--- config.mk ---
export PLATFORM = sky130hd
export DESIGN_NAME = combat_hp_ctrl
export DESIGN_NICKNAME = d
export VERILOG_FILES = /design/src/rtl/combat_hp_ctrl.sv
export SDC_FILE = /design/constraint.sdc
export NUM_CORES = 1
export LEC_CHECK = 0
export ABC_AREA = 1
export CORE_MARGIN = 2
export CORE_UTILIZATION = 58
export CTS_BUF_LIST = sky130_fd_sc_hd__clkbuf_4 sky130_fd_sc_hd__clkbuf_8 sky130_fd_sc_hd__clkbuf_16
export DETAILED_ROUTE_END_ITERATION = 8
export DONT_BUFFER_PORTS = 1
export PLACE_DENSITY = 0.8
export SYNTH_ARGS = -nofsm -noshare
export SYNTH_HDL_FRONTEND = slang
export SYNTH_SLANG_ARGS = --single-unit
--- constraint.sdc ---
create_clock -name clk -period 1.85 [get_ports clk]
set_input_delay 0.2775 -clock clk [delete_from_list [all_inputs] [get_ports clk]]
set_output_delay 0.2775 -clock clk [all_outputs]
set_load 0.01 [all_outputs]
--- src/rtl/combat_hp_ctrl.sv ---
// combat_hp_ctrl: player/boss hit points with saturating damage and heal,
// reloaded on GAME entry, with frame-timed invulnerability after accepted hits.
module combat_hp_ctrl #(
    parameter int PLAYER_MAX_HP  = 10,
    parameter int BOSS_MAX_HP    = 100,
    parameter int PLAYER_IFRAMES = 60,
    parameter int BOSS_IFRAMES   = 8,
    parameter int TMR_W          = 8
) (
    input  logic       clk,
    input  logic       rst,
    input  logic [1:0] game_state,
    input  logic       frame_tick,
    input  logic       player_hit,
    input  logic [3:0] player_dmg,
    input  logic       boss_hit,
    input  logic [6:0] boss_dmg,
    input  logic       heal_pickup,
    output logic [3:0] current_health,
    output logic [6:0] boss_hp,
    output logic       player_invuln,
    output logic       boss_invuln
);
    localparam logic [3:0]       P_MAX = 4'(PLAYER_MAX_HP);
    localparam logic [6:0]       B_MAX = 7'(BOSS_MAX_HP);
    localparam logic [TMR_W-1:0] P_IF  = TMR_W'(PLAYER_IFRAMES);
    localparam logic [TMR_W-1:0] B_IF  = TMR_W'(BOSS_IFRAMES);
    localparam logic [TMR_W-1:0] ONE   = TMR_W'(1);

    logic [1:0]       prev_state;
    logic [TMR_W-1:0] p_cnt, b_cnt, p_cnt_nxt, b_cnt_nxt, p_dec, b_dec;
    logic [3:0]       hp_nxt, p_sub, p_heal;
    logic [6:0]       boss_nxt, b_sub;
    logic             entry, reload, active, p_acc, b_acc;

    always_comb begin
        entry     = game_state == 2'd1 && prev_state != 2'd1;
        reload    = game_state == 2'd0 || entry;
        // Outside MENU/GAME, and once anyone is dead, everything is frozen
        active    = game_state == 2'd1 && !entry && current_health != 4'd0 && boss_hp != 7'd0;
        p_acc     = player_hit && player_dmg != 4'd0 && p_cnt == '0;
        b_acc     = boss_hit && boss_dmg != 7'd0 && b_cnt == '0;
        p_sub     = (player_dmg >= current_health) ? 4'd0 : current_health - player_dmg;
        b_sub     = (boss_dmg >= boss_hp) ? 7'd0 : boss_hp - boss_dmg;
        p_heal    = (current_health < P_MAX) ? current_health + 4'd1 : current_health;
        p_dec     = (frame_tick && p_cnt != '0) ? p_cnt - ONE : p_cnt;
        b_dec     = (frame_tick && b_cnt != '0) ? b_cnt - ONE : b_cnt;
        hp_nxt    = reload ? P_MAX : !active ? current_health : p_acc ? p_sub : heal_pickup ? p_heal : current_health;
        boss_nxt  = reload ? B_MAX : !active ? boss_hp : b_acc ? b_sub : boss_hp;
        p_cnt_nxt = reload ? '0 : !active ? p_cnt : p_acc ? P_IF : p_dec;
        b_cnt_nxt = reload ? '0 : !active ? b_cnt : b_acc ? B_IF : b_dec;
    end

    always_ff @(posedge clk or posedge rst) begin
        if (rst) begin
            prev_state     <= 2'd0;
            current_health <= P_MAX;
            boss_hp        <= B_MAX;
            p_cnt          <= '0;
            b_cnt          <= '0;
            player_invuln  <= 1'b0;
            boss_invuln    <= 1'b0;
        end else begin
            prev_state     <= game_state;
            current_health <= hp_nxt;
            boss_hp        <= boss_nxt;
            p_cnt          <= p_cnt_nxt;
            b_cnt          <= b_cnt_nxt;
            player_invuln  <= p_cnt_nxt != '0;
            boss_invuln    <= b_cnt_nxt != '0;
        end
    end
endmodule

==> out/metrics.yaml <==
run_status: "complete, but fails checks"
violations: "setup timing"
initial_utilization_pct: 60.26
post_synth_num_cell_types: 31
via_count: 2671
unrepaired_setup_endpoints_after_global_routing: "true"
clockBufferDepth: 2
powerDensity_nw_per_um2: 626.4
die-height_um: 71.26
crit_chain: "inv_2 -> ha_4 -> inv_2 -> fa_2 -> nand3_2 -> nand2_1 -> nand2_1 -> nand2_1 -> a21oi_2 -> or2_4 -> nand4_1 -> nand2_1"
startpoint_type: "flip-flop"
drt_iter0_drc: 217
drt.antenna.violating_nets: 0
synth.cell_area_um2: 2624
hp-class: "in2reg"
post_layout_nonfiller_instances: 476
fin_clk_skew_ns: 0.008832
clock-root-buffer: "clkbuf_8"
layout.nets: 461
synth_simple_gate_area_share_pct: 40.82
wl_per_cell_um: 14.40
worst_stage_delay_on_the_critical_path_ns: 0.42
yosys.area_share.adder_pct: 9.633
synth.yosys.warnings: 0
synthCells: 382
cts_inserted_buffers: 5
ios: 32
worst_setup_hold_path_clk_slew_ns: 0.07
timing.critical_path.required_ns: 2.08
die_width_um: 71.26
postSynth.topFlopCell: "dfrtp_1"
number_of_global_route_vias_before_repair: 2511
grt.busiest_layer: "met2"
cts.sink_count: 31
final_layout_size_suffix_gt1_share_pct: 24.29
accumulated_negative_setup_slack_ns: -0.1657
area_growth_pct: 22.56
synth_top_family_by_area: "simple AND/OR/NAND/NOR gates"
complex_gate_fraction_of_the_synthesized_area_pct: 7.821
use_met2_pct: 45.47
report.final.slew_viol_count: 0
layout_commonest_cell: "nand2_1"
routed_via_count_divided_by_cell_count: 5.611
arrival_ns: 2.19
insertedDiodeCount: 0
placedCellCount: 455
grt.met1_usage_pct: 31.58
dpl.hpwl_um: 4585
drt_first_pass_iters: 5
synth-seq-cells: 31
critical_path.max_fanout: 2
fin_ws_ns: -0.1036
critical_path.most_common_cell: "nand2_1"
floorplan.die_area_um2: 5078
slew_headroom_pct: 66.18
mappedNetlistNets: 420
maximum_number_of_pins_on_one_net_before_global_route_repair: 28
core_um2: 4354
maxCapViolations: 0
setup-violations-final: 2
max_slew.worst_pin.slew_ns: 0.5068
buffers_plus_inverters_on_the_worst_setup_path: 2
asyncSetResetFlopFracSynth_pct: 100.0
post-route-min-period_ns: 1.954
global_placement_routability_congestion: 0.9096
p_leak_nw: 1.828
grt.overflow.total: 0
final_min_period_over_clock_period_pct: 105.6
cts_tree: "built"
most-common-layout-cells: "nand2_1, inv_1, buf_4"
end_of_flow_core_utilization_pct: 73.85
detailed_route_drc_error_count: 0
ys_seq_area_share_pct: 29.80
synth_top_cell_by_area: "dfrtp_1"
synth-edff-count: 0
htree_levels: 2
fmax_ghz: 0.5119
grt_antenna_before_repair: 0
grt_usage_pct: 25.62
insertion_delay_of_the_later_clocked_pin_in_the_worst_skew_pair_ns: 0.29
synth-xor-area-share_pct: 2.337
synth_top_area_share_pct: 24.80
io_buffers: 0
timing_hold_violations_final: 0
crit_family: "simple AND/OR/NAND/NOR gates"
detail_route.wirelength_um: 6854
globalRouteMet3Util_pct: 3.657
fillers: 308
yosys-top-cells-area: "dfrtp_1, nand2_1, inv_1"
crit_slowest_cell: "dfrtp_1"
dp_slack_ns: -0.05367
setup.worst_path.end_class: "flip-flop"
yosys-mux-area-fraction_pct: 0
synth.avg_cell_area_um2: 6.868
timing.setup.critical_path_class: "reg2reg"
hold-worst-slack_ns: 0.01925
grt_pass1_wl_um: 10450
row_count: 24
worst_vdd_drop_uv: 552.5
Yosys cell counts, types with 3 or more instances:
library cell and n:
a21oi_1 14, dfrtp_1 26, dfstp_2 5, ha_1 17
inv_1 61, nand2_1 134, nand3_1 30, nand3_4 3
nand3b_1 4, nand4_1 9, nor2_1 20, nor2_2 6
nor2_4 7, o21ai_0 14, o21ai_1 5, xor2_1 7
logic make-up (layout without fill, tap and decap cells):
logic type	Yosys count	in the layout
AND/OR/NAND/NOR	223	223
XOR/XNOR	7	7
AO/OA/AOI/OAI	37	37
adder cells (fa/ha/maj)	19	19
flip-flops	31	31
buffers and inverters	65	107
flip-flops by register name, indices dropped and copies added (netlist names):
register / cells
boss_invuln: 1
p_cnt: 8
player_invuln: 1
b_cnt: 8
prev_state: 2
boss_hp: 7
current_health: 4
timing repair:
action | in CTS | in global routing
cloned | 0 | 0
resized for setup | 6 | 42
pin swaps | 2 | 16
hold endpoints to repair | 4 | 0
setup endpoints to repair | 6 | 13
setup buffers | 0 | 12
hold buffers | 1 | 0
final cells by class:
class / count / area (um^2) / area share [%]
Multi-Input combinational cell: 286 / 1745 / 54.28
Timing Repair Buffer: 37 / 295.3 / 9.183
Tap cell: 52 / 65.06 / 2.023
Clock buffer: 7 / 83.83 / 2.607
Inverter: 62 / 237.7 / 7.393
Clock inverter: 1 / 5.005 / 0.1556
Sequential cell: 31 / 783.3 / 24.36
worst paths after layout:
path,start,to,slack [ns],cells after the start
worst min register to register,b_cnt[0]$_DFF_PP0_,b_cnt[0]$_DFF_PP0_,0.58,3
worst max-delay path,boss_hp[0]$_DFFE_PP0P_,boss_hp[6]$_DFFE_PP1P_,-0.10,12
max in group asynchronous,rst,current_health[3]$_DFFE_PP1P_,0.89,3
min in group asynchronous,rst,b_cnt[2]$_DFF_PP0_,0.32,2
worst max register to register,boss_hp[0]$_DFFE_PP0P_,boss_hp[6]$_DFFE_PP1P_,-0.10,12
worst min-delay path,game_state[0],prev_state[0]$_DFF_PP0_,0.02,0
power by group:
| group | total [W] | switching [W] | internal, W |
|---|---|---|---|
| sequential | 0.000766 | 0.0000419 | 0.000724 |
| combinational | 0.000692 | 0.000402 | 0.000289 |
| clock | 0.000557 | 0.000264 | 0.000293 |
| total | 0.00201 | 0.000708 | 0.00131 |
through the flow:
step           total power [W]  cell area, um^2
2_1_floorplan         0.001188             2624
3_3_place_gp          0.001325             2851
3_5_place_dp          0.001338             2851
4_1_cts               0.001899             2969
5_1_grt               0.002127             3216
6_report              0.002014             3216
metal layers:
| metal | up-vias | routed length (um) |
|---|---|---|
| met5 | - | 0 |
| met3 | 23 | 388 |
| met1 | 1248 | 2784 |
| met4 | 0 | 145 |
| li1 | 1292 | - |
| met2 | 108 | 3535 |
(Power assumes the default switching activity.)
